==> src/rtl/boton_pkg.sv <==
// boton_pkg: shared FSM state encoding and default debounce length for the button conditioner
package boton_pkg;

    typedef enum logic [1:0] {
        IDLE_LOW  = 2'b00,
        WAIT_HIGH = 2'b01,
        IDLE_HIGH = 2'b10,
        WAIT_LOW  = 2'b11
    } state_t;

    localparam int DEBOUNCE_CYCLES_DEFAULT = 1000000;

endpackage

==> src/rtl/debounce_channel.sv <==
// debounce_channel: synchronise, debounce and edge-detect a single push-button
module debounce_channel
    import boton_pkg::*;
#(
    parameter int DEBOUNCE_CYCLES = DEBOUNCE_CYCLES_DEFAULT,
    parameter int NB_COUNT        = $clog2(DEBOUNCE_CYCLES) + 1
) (
    input  logic i_clk,
    input  logic i_reset,
    input  logic i_boton,
    output logic o_boton,
    output logic o_pulse
);

    localparam logic [NB_COUNT-1:0] LAST = NB_COUNT'(DEBOUNCE_CYCLES - 1);
    localparam logic [NB_COUNT-1:0] ONE  = NB_COUNT'(1);

    logic [1:0]          sync;
    logic                s;
    state_t              state, state_next;
    logic [NB_COUNT-1:0] count, count_next;
    logic                boton_next, pulse_next;

    assign s = sync[1];

    // Register synchroniser, FSM state, stability counter and both outputs
    always_ff @(posedge i_clk) begin
        if (i_reset) begin
            sync    <= '0;
            state   <= IDLE_LOW;
            count   <= '0;
            o_boton <= 1'b0;
            o_pulse <= 1'b0;
        end else begin
            sync    <= {sync[0], i_boton};
            state   <= state_next;
            count   <= count_next;
            o_boton <= boton_next;
            o_pulse <= pulse_next;
        end
    end

    // Accept a level change only after it has been stable for the full window
    always_comb begin
        state_next = state;
        count_next = count;
        boton_next = o_boton;
        pulse_next = 1'b0;
        unique case (state)
            IDLE_LOW: begin
                if (s) begin
                    state_next = WAIT_HIGH;
                    count_next = ONE;
                end
            end
            WAIT_HIGH: begin
                if (!s) begin
                    state_next = IDLE_LOW;
                    count_next = '0;
                end else if (count == LAST) begin
                    state_next = IDLE_HIGH;
                    count_next = '0;
                    boton_next = 1'b1;
                    pulse_next = 1'b1;
                end else begin
                    count_next = count + ONE;
                end
            end
            IDLE_HIGH: begin
                if (!s) begin
                    state_next = WAIT_LOW;
                    count_next = ONE;
                end
            end
            WAIT_LOW: begin
                if (s) begin
                    state_next = IDLE_HIGH;
                    count_next = '0;
                end else if (count == LAST) begin
                    state_next = IDLE_LOW;
                    count_next = '0;
                    boton_next = 1'b0;
                end else begin
                    count_next = count + ONE;
                end
            end
        endcase
    end

endmodule

==> src/rtl/boton_debouncer.sv <==
// boton_debouncer: independent debounced level and press pulse for each ALU-board button
module boton_debouncer
    import boton_pkg::*;
#(
    parameter int N_BOTONES       = 4,
    parameter int DEBOUNCE_CYCLES = DEBOUNCE_CYCLES_DEFAULT,
    parameter int NB_COUNT        = $clog2(DEBOUNCE_CYCLES) + 1
) (
    input  logic                 i_clk,
    input  logic                 i_reset,
    input  logic [N_BOTONES-1:0] i_boton,
    output logic [N_BOTONES-1:0] o_boton,
    output logic [N_BOTONES-1:0] o_pulse
);

    for (genvar k = 0; k < N_BOTONES; k++) begin : g_ch
        debounce_channel #(
            .DEBOUNCE_CYCLES(DEBOUNCE_CYCLES),
            .NB_COUNT       (NB_COUNT)
        ) u_ch (
            .i_clk  (i_clk),
            .i_reset(i_reset),
            .i_boton(i_boton[k]),
            .o_boton(o_boton[k]),
            .o_pulse(o_pulse[k])
        );
    end

endmodule

==> config.mk <==
export PLATFORM = sky130hd
export DESIGN_NAME = boton_debouncer
export DESIGN_NICKNAME = d
export VERILOG_FILES = /design/src/rtl/boton_pkg.sv /design/src/rtl/debounce_channel.sv /design/src/rtl/boton_debouncer.sv
export SDC_FILE = /design/constraint.sdc
export NUM_CORES = 1
export LEC_CHECK = 0
export BUFFER_PORTS_ARGS = -buffer_cell sky130_fd_sc_hd__buf_4
export CORE_AREA = 3 3 103 105
export DETAILED_ROUTE_END_ITERATION = 10
export DIE_AREA = 0 0 106 108
export GPL_TIMING_DRIVEN = 0
export PLACE_DENSITY = 0.75
export SETUP_SLACK_MARGIN = 0.05
export SYNTH_ARGS = -nofsm -noshare
export SYNTH_HDL_FRONTEND = slang
export SYNTH_HIERARCHICAL = 1
export SYNTH_SLANG_ARGS = --single-unit
==> constraint.sdc <==
create_clock -name i_clk -period 1.9 [get_ports i_clk]
set_clock_uncertainty 0.15 [all_clocks]
set_input_delay 0.38 -clock i_clk [delete_from_list [all_inputs] [get_ports i_clk]]
set_output_delay 0.38 -clock i_clk [all_outputs]
set_load 0.02 [all_outputs]
**After elaboration in Yosys (flattened, before gate mapping)**

Cells that the tools add are included.

- Mux-type cells: 76
- Equal/unequal tests: 48
- Bitwise operators: 8
- $add $sub $neg: 4
- Reductions and logical operators: 24

Operators with widths:

| operator | count |
|---|---|
| $mux 21 | 20 |
| $pmux 21 s4 | 4 |
| $add 21x1->21 const B | 4 |
| $eq 21x20->1 const B | 4 |
| $mux 2 | 24 |
| $ne 2x1->1 const B | 16 |
| $pmux 2 s4 | 4 |
| $mux 1 | 20 |
| $reduce_and 5->1 | 4 |
| $eq 2x2->1 const B | 8 |
| $ne 2x2->1 const B | 8 |
| $reduce_and 4->1 | 4 |
| $ne 3x1->1 const B | 4 |
| $ne 3x3->1 const B | 4 |
| $reduce_or 3->1 | 4 |
| $eq 2x1->1 const B | 4 |
| $logic_not 2->1 | 4 |
| $not 1->1 | 8 |
| $pmux 1 s2 | 4 |
| $reduce_and 2->1 | 4 |
| $reduce_bool 2->1 | 4 |

- Flip-flop bits (word level): 108
- Bits of input ports: 6
- Word-level logic and storage cells: 180
- Output and inout bits: 8

**Depth between registers and ports, before layout**

- Depth in word-level cells: 4
- Gate-level depth with buffers: 7
- Gate-level depth less buffers: 6

**By module**

The synthesis kept the hierarchy.

Modules (own cells, without submodules):

| module | area each (µm²) | cells an instance | sequential area each (µm²) | instances |
|---|---|---|---|---|
| debounce_channel (g_ch[0].u_ch ...) | 1361.3 | 159 | 540.5 | 3 |
| debounce_channel (g_ch[3].u_ch) | 1378.8 | 161 | 540.5 | 1 |

**Least setup slack after synthesis**

No wires, ideal clock.

- Path kind: register to register
- Start: register g_ch[0].u_ch.count[6]
- End: register g_ch[0].u_ch.count[17]
- Period minus slack after synthesis: 2130 ps
- Arrival time: 1859 ps
- Path slack: -230 ps
- Buffers on the path: 2
- Stages on the path, launching flop included: 7
- Required time: 1628 ps
- Setup time: 122 ps
- Cell sequence: dfxtp_1 -> buf_6 -> or4b_4 -> nor4_4 -> a211oi_4 -> buf_6 -> a221o_1

- Word-level cells in the longest chain between the ends: 4
- Elaborated cells on any way between the ends: 6
- Those cells by class: add/sub: 1; eq/ne: 1; mux: 4

Ends and longest elaborated chain:

| item | RTL line | text |
|---|---|---|
| start, declared | debounce_channel.sv:21 | `logic [NB_COUNT-1:0] count, count_next;` |
| start signal, assigned | debounce_channel.sv:37 | `count <= count_next;` |
| $add 21x1->21 / $eq 21x20->1 (equally long branches) | - |  |
| $mux 21 * | debounce_channel.sv:60, debounce_channel.sv:79 |  |
| $mux 21 (on tied branches) | debounce_channel.sv:76, debounce_channel.sv:57 |  |
| $pmux 21 s4 * | debounce_channel.sv:49 | `unique case (state)` |

Every way passes the cells marked *; elsewhere a longest branch is shown, timed or not.
A chain may end at the register's enable or synchronous reset.

**Final worst setup path**

- Start: register g_ch[1].u_ch.count[6]
- End: register g_ch[1].u_ch.count[17]

- Word-level cells in the longest chain between the ends: 4
- Elaborated cells on any way between the ends: 6
- Those cells by class: add/sub: 1; eq/ne: 1; mux: 4

Ends and longest elaborated chain:

| item | RTL line |
|---|---|
| start, declared | debounce_channel.sv:21 |
| start signal, assigned | debounce_channel.sv:37 |
| $add 21x1->21 / $eq 21x20->1 (equally long branches) | - |
| $mux 21 * | debounce_channel.sv:60, debounce_channel.sv:79 |
| $mux 21 (on tied branches) | debounce_channel.sv:76, debounce_channel.sv:57 |
| $pmux 21 s4 * | debounce_channel.sv:49 |

Marked as above.

==> reports/metrics.csv <==
stage;metric;value;unit
floorplan;dieHeight;108;um
clocking;holdBufCountCts;0;
critical_path;r2r_setup_slack;-0.21;ns
floorplan;die_x;106;um
cells_and_area;antenna_cells;0;
global_route;top_usage_layer;met2;
detailed_routing;route.detailed.drc;0;
sta;setup_tns;-9.18;ns
global_route;met2_usage;0.440;
synth;ys.flop_type;dfxtp_1;
placed_design;hpwlAfterDp;8.33;mm
cells_and_area;stdcell_area;7680;um^2
sta;fin_ws;-0.215;ns
worst_hold_path;holdPathEnd;g_ch[3].u_ch/sync[0];
synth;avgSynthCellArea;8.56;um^2
clocking;cts_buffer_depth;2;
critical_path;critPathArrivalTime;2.25;ns
worst_hold_path;min-delay-path-class;in2reg;
sta;fin_crit_sh;1.11;
critical_path;critPathKind;reg2reg;
synth;synth_seq_cells;108;
critical_path;r2r_start;g_ch[1].u_ch/count[6];
clocking;clock_latency;0.40;ns
global_route;globalRoute.totalOverflow;0;
clocking;htreeDepth;3;
detailed_routing;drt_first_pass_iters;5;
critical_path;reg2reg_to;g_ch[1].u_ch/count[17];
floorplan;io_pins;14;
status;violations;setup timing;
cells_and_area;regArea;2260;um^2
global_route;grt_pass1_vias;5203;
clocking;path_clk_slew;0.10;ns
pwr;power_frac_comb;0.075;
critical_path;cp-start-kind;flip-flop;
global_route;grt_util_met3;0.0645;
pwr;clockPowerShare;0.362;
worst_hold_path;hold_depth;2;
pwr;switching_power;1.06;mW
synth;synth_cell_type_count;47;
synth;ys_seq_area_frac;0.396;
detailed_routing;drt-initial-drc-count;458;
cells_and_area;drive_gt1_frac;0.419;
cells_and_area;fillerInstances;582;
pwr;swShare;0.259;
floorplan;core;9730;um^2
clocking;cts.sinks;108;
sta;relSlewSlack;0.197;
sta;setup_viol;86;
detailed_routing;vias_per_cell;6.49;
synth;async_flop_share;0;
sta;fin_crit;2.11;ns
synth;yosysWarnings;6;
detailed_routing;wl_per_cell;19.4;um
global_route;grt_start_max_net_pins;18;
status;outcome;complete, but fails checks;
synth;syn-num-nets;648;
synth;synth_top_cells_by_area;dfxtp_1 (40%), a21oi_1 (5.7%), nand3_1 (4.8%), mux2i_1 (3.8%), nor2_1 (3.6%);
critical_path;required;2.03;ns
detailed_routing;wl;17.2;mm
synth;yosys.area.top_type;dfxtp_1;
critical_path;reg2regPathDepth;7;
global_route;grt_usage;0.264;
critical_path;cp_cell_sequence;or4b_4 > nor4_4 > buf_6 > a211oi_4 > buf_6 > buf_8 > a221o_1;
floorplan;dieArea;11400;um^2
sta;rsz0062_at_grt;true;
placed_design;port_buffers;12;
global_route;grt_pass1_wl;24.7;mm
floorplan;core.rowCount;36;
global_route;antenna_found_initial;0;
floorplan;start_util;0.561;
critical_path;cp_max_fo;5;
pwr;internal_power;3.03;mW
clocking;clock-root-buffer;clkbuf_8;
critical_path;max_stage_delay;0.54;ns
pwr;pwr-share-seq;0.562;
placed_design;dpl-instance-area;5790;um^2
clocking;cts_tree;yes;
pwr;ir_worst_vdd;600;uV
synth;synth_edf_count;0;
synth;syn_area;5460;um^2
cells_and_area;area_growth;40.6;%
placed_design;dp_slack;-0.321;ns
sta;worst_slew_pin_slew;1.20;ns
synth;synth_top_area_frac;0.396;
sta;fmax;473;MHz
critical_path;endpoint_kind;flip-flop;
pwr;p_leak;2.73;nW
cells_and_area;multi_input_comb_area;3970;um^2
global_route;grtUsageMet1;0.333;
worst_hold_path;hold_start;i_boton[3];
detailed_routing;vias;5740;
clocking;numCtsBuffers;9;
pwr;power-per-cell-area;533;nW/um^2
flow_run;drv_cap;0;
detailed_routing;ant_nets;0;
critical_path;crit_top_cell;buf_6;
sta;hold_viol;0;
cells_and_area;fin_nets;756;
critical_path;cp_slowest_cell;or4b_4;
synth;synthCells;638;
sta;final_max_slew_viol_count;0;
placed_design;gp_congestion;0.819;
==> worst max-delay path by stage <==
stage,slack (ns),startpoint,endpoint
final,-0.21,g_ch[1].u_ch/count[6],g_ch[1].u_ch/count[17]
after global routing,-0.32,g_ch[0].u_ch/state[0],g_ch[0].u_ch/count[6]
after CTS,-0.26,g_ch[2].u_ch/count[6],g_ch[2].u_ch/count[17]
after detailed placement,-0.32,g_ch[1].u_ch/count[8],g_ch[1].u_ch/count[17]
after global placement,-0.31,g_ch[2].u_ch/count[8],g_ch[2].u_ch/count[17]
after floorplan,-0.08,g_ch[0].u_ch/count[6],g_ch[0].u_ch/count[17]
==> routing by layer <==
metal / part of all wire / routed length (um) / vias to the layer above
li1: - / - / 2615
met1: 0.40 / 6860 / 2816
met2: 0.51 / 8750 / 254
met3: 0.065 / 1120 / 55
met4: 0.027 / 458 / 0
met5: 0 / 0 / -
==> power groups by stage <==
stage	sequential (mW)	clock, mW	combinational (mW)
5_1_grt	2.31	1.59	0.333
3_5_place_dp	2.37	0	0.226
3_3_place_gp	2.37	0	0.218
2_1_floorplan	2.37	0	0.153
6_report	2.30	1.48	0.308
4_1_cts	2.31	1.52	0.267
==> cell families (layout without fill, tap and decap cells) <==
kind of cell / after synthesis / after routing / share of synthesized area
multiplexers: 21 / 21 / 0.0385
XOR/XNOR: 12 / 12 / 0.0192
flip-flops: 108 / 108 / 0.396
buffers and inverters: 48 / 157 / 0.0449
adder cells (fa/ha/maj): 4 / 4 / 0.00916
AO/OA/AOI/OAI: 159 / 163 / 0.189
AND/OR/NAND/NOR: 286 / 286 / 0.304
==> worst max-delay path, delay by kind of cell (launching register included) <==
kind / cells / cell delay [ns]
AO/OA/AOI/OAI: 2 / 0.35
buffers and inverters: 3 / 0.46
flip-flops: 1 / 0.35
AND/OR/NAND/NOR: 2 / 0.69
==> synthesized netlist by cell type (all sizes together), types with 6 or more instances <==
library cell,n
inv,20
a211oi,7
nor4,13
nand2b,6
nand3b,7
a22o,10
or2b,7
dfxtp,108
clkbuf,16
nand4,21
a22oi,9
nor3,22
a21o,10
nand2,37
nand3,55
and3,7
or3,17
xor2,8
a31oi,26
a21oi,63
nor2,54
mux2i,21
nor2b,13
buf,12
o21ai,22
==> area by class of cell <==
cell class,count,share of cell area
inverter,20,0.00978
buffer,20,0.0161
clock inverter,5,0.00798
clock buffer,11,0.0184
sequential,108,0.295
tap,133,0.0217
timing repair buffer,101,0.114
multi-input combinational,486,0.517
==> state kept, by name, summed over array words and instances, names as in the netlist, named ones only <==
signal / flops
g_ch.u_ch/o_boton: 4
g_ch.u_ch/o_pulse: 4
g_ch.u_ch/count: 84
g_ch.u_ch/state: 4
g_ch.u_ch/sync: 8
==> metrics by stage <==
step / cells / hold WS [ns] / power (mW) / util
floorplan: 638 / 0.264 / 2.53 / -
global placement: 783 / 0.267 / 2.59 / 0.595
detailed placement: 783 / 0.270 / 2.60 / 0.595
CTS: 843 / 0.0227 / 4.09 / 0.707
global route: 884 / 0.0541 / 4.23 / 0.789
finish: 884 / 0.0433 / 4.10 / 0.789
==> what timing repair did <==
action,4_1_cts,5_1_grt
hold endpoints to repair,0,0
cloned,12,0
endpoints found under the setup margin,97,97
gates resized for setup,153,118
buffers inserted,37,47
pin swaps,66,68
==> layout by cell type, fill, tap and decap left out, types with 7 or more instances in the layout <==
cell      synthesis  routed
a211oi_4          4       8
a21o_1           10       7
a21oi_1          62      17
a21oi_2           1      41
a22o_1           10      10
a22oi_2           0       7
a31oi_1          26      23
and3_1            7       7
buf_4             0      74
buf_6             8      29
clkbuf_1         16      15
clkbuf_8          0      10
dfxtp_1         108      66
dfxtp_2           0      22
dfxtp_4           0      20
inv_1            20      20
mux2i_1          21      21
nand2_1          37      27
nand2_2           0       7
nand3_1          52      38
nand3_4           0      11
nand3b_1          7       7
nand4_1          21      21
nor2_1           53      51
nor2b_1          13      13
nor3_1           22      18
nor4_4            4      12
o21ai_0          22      10
o21ai_1           0      10
or2b_1            7       7
or3_1            17      17
No activity file was read; power rests on OpenSTA's default activity.
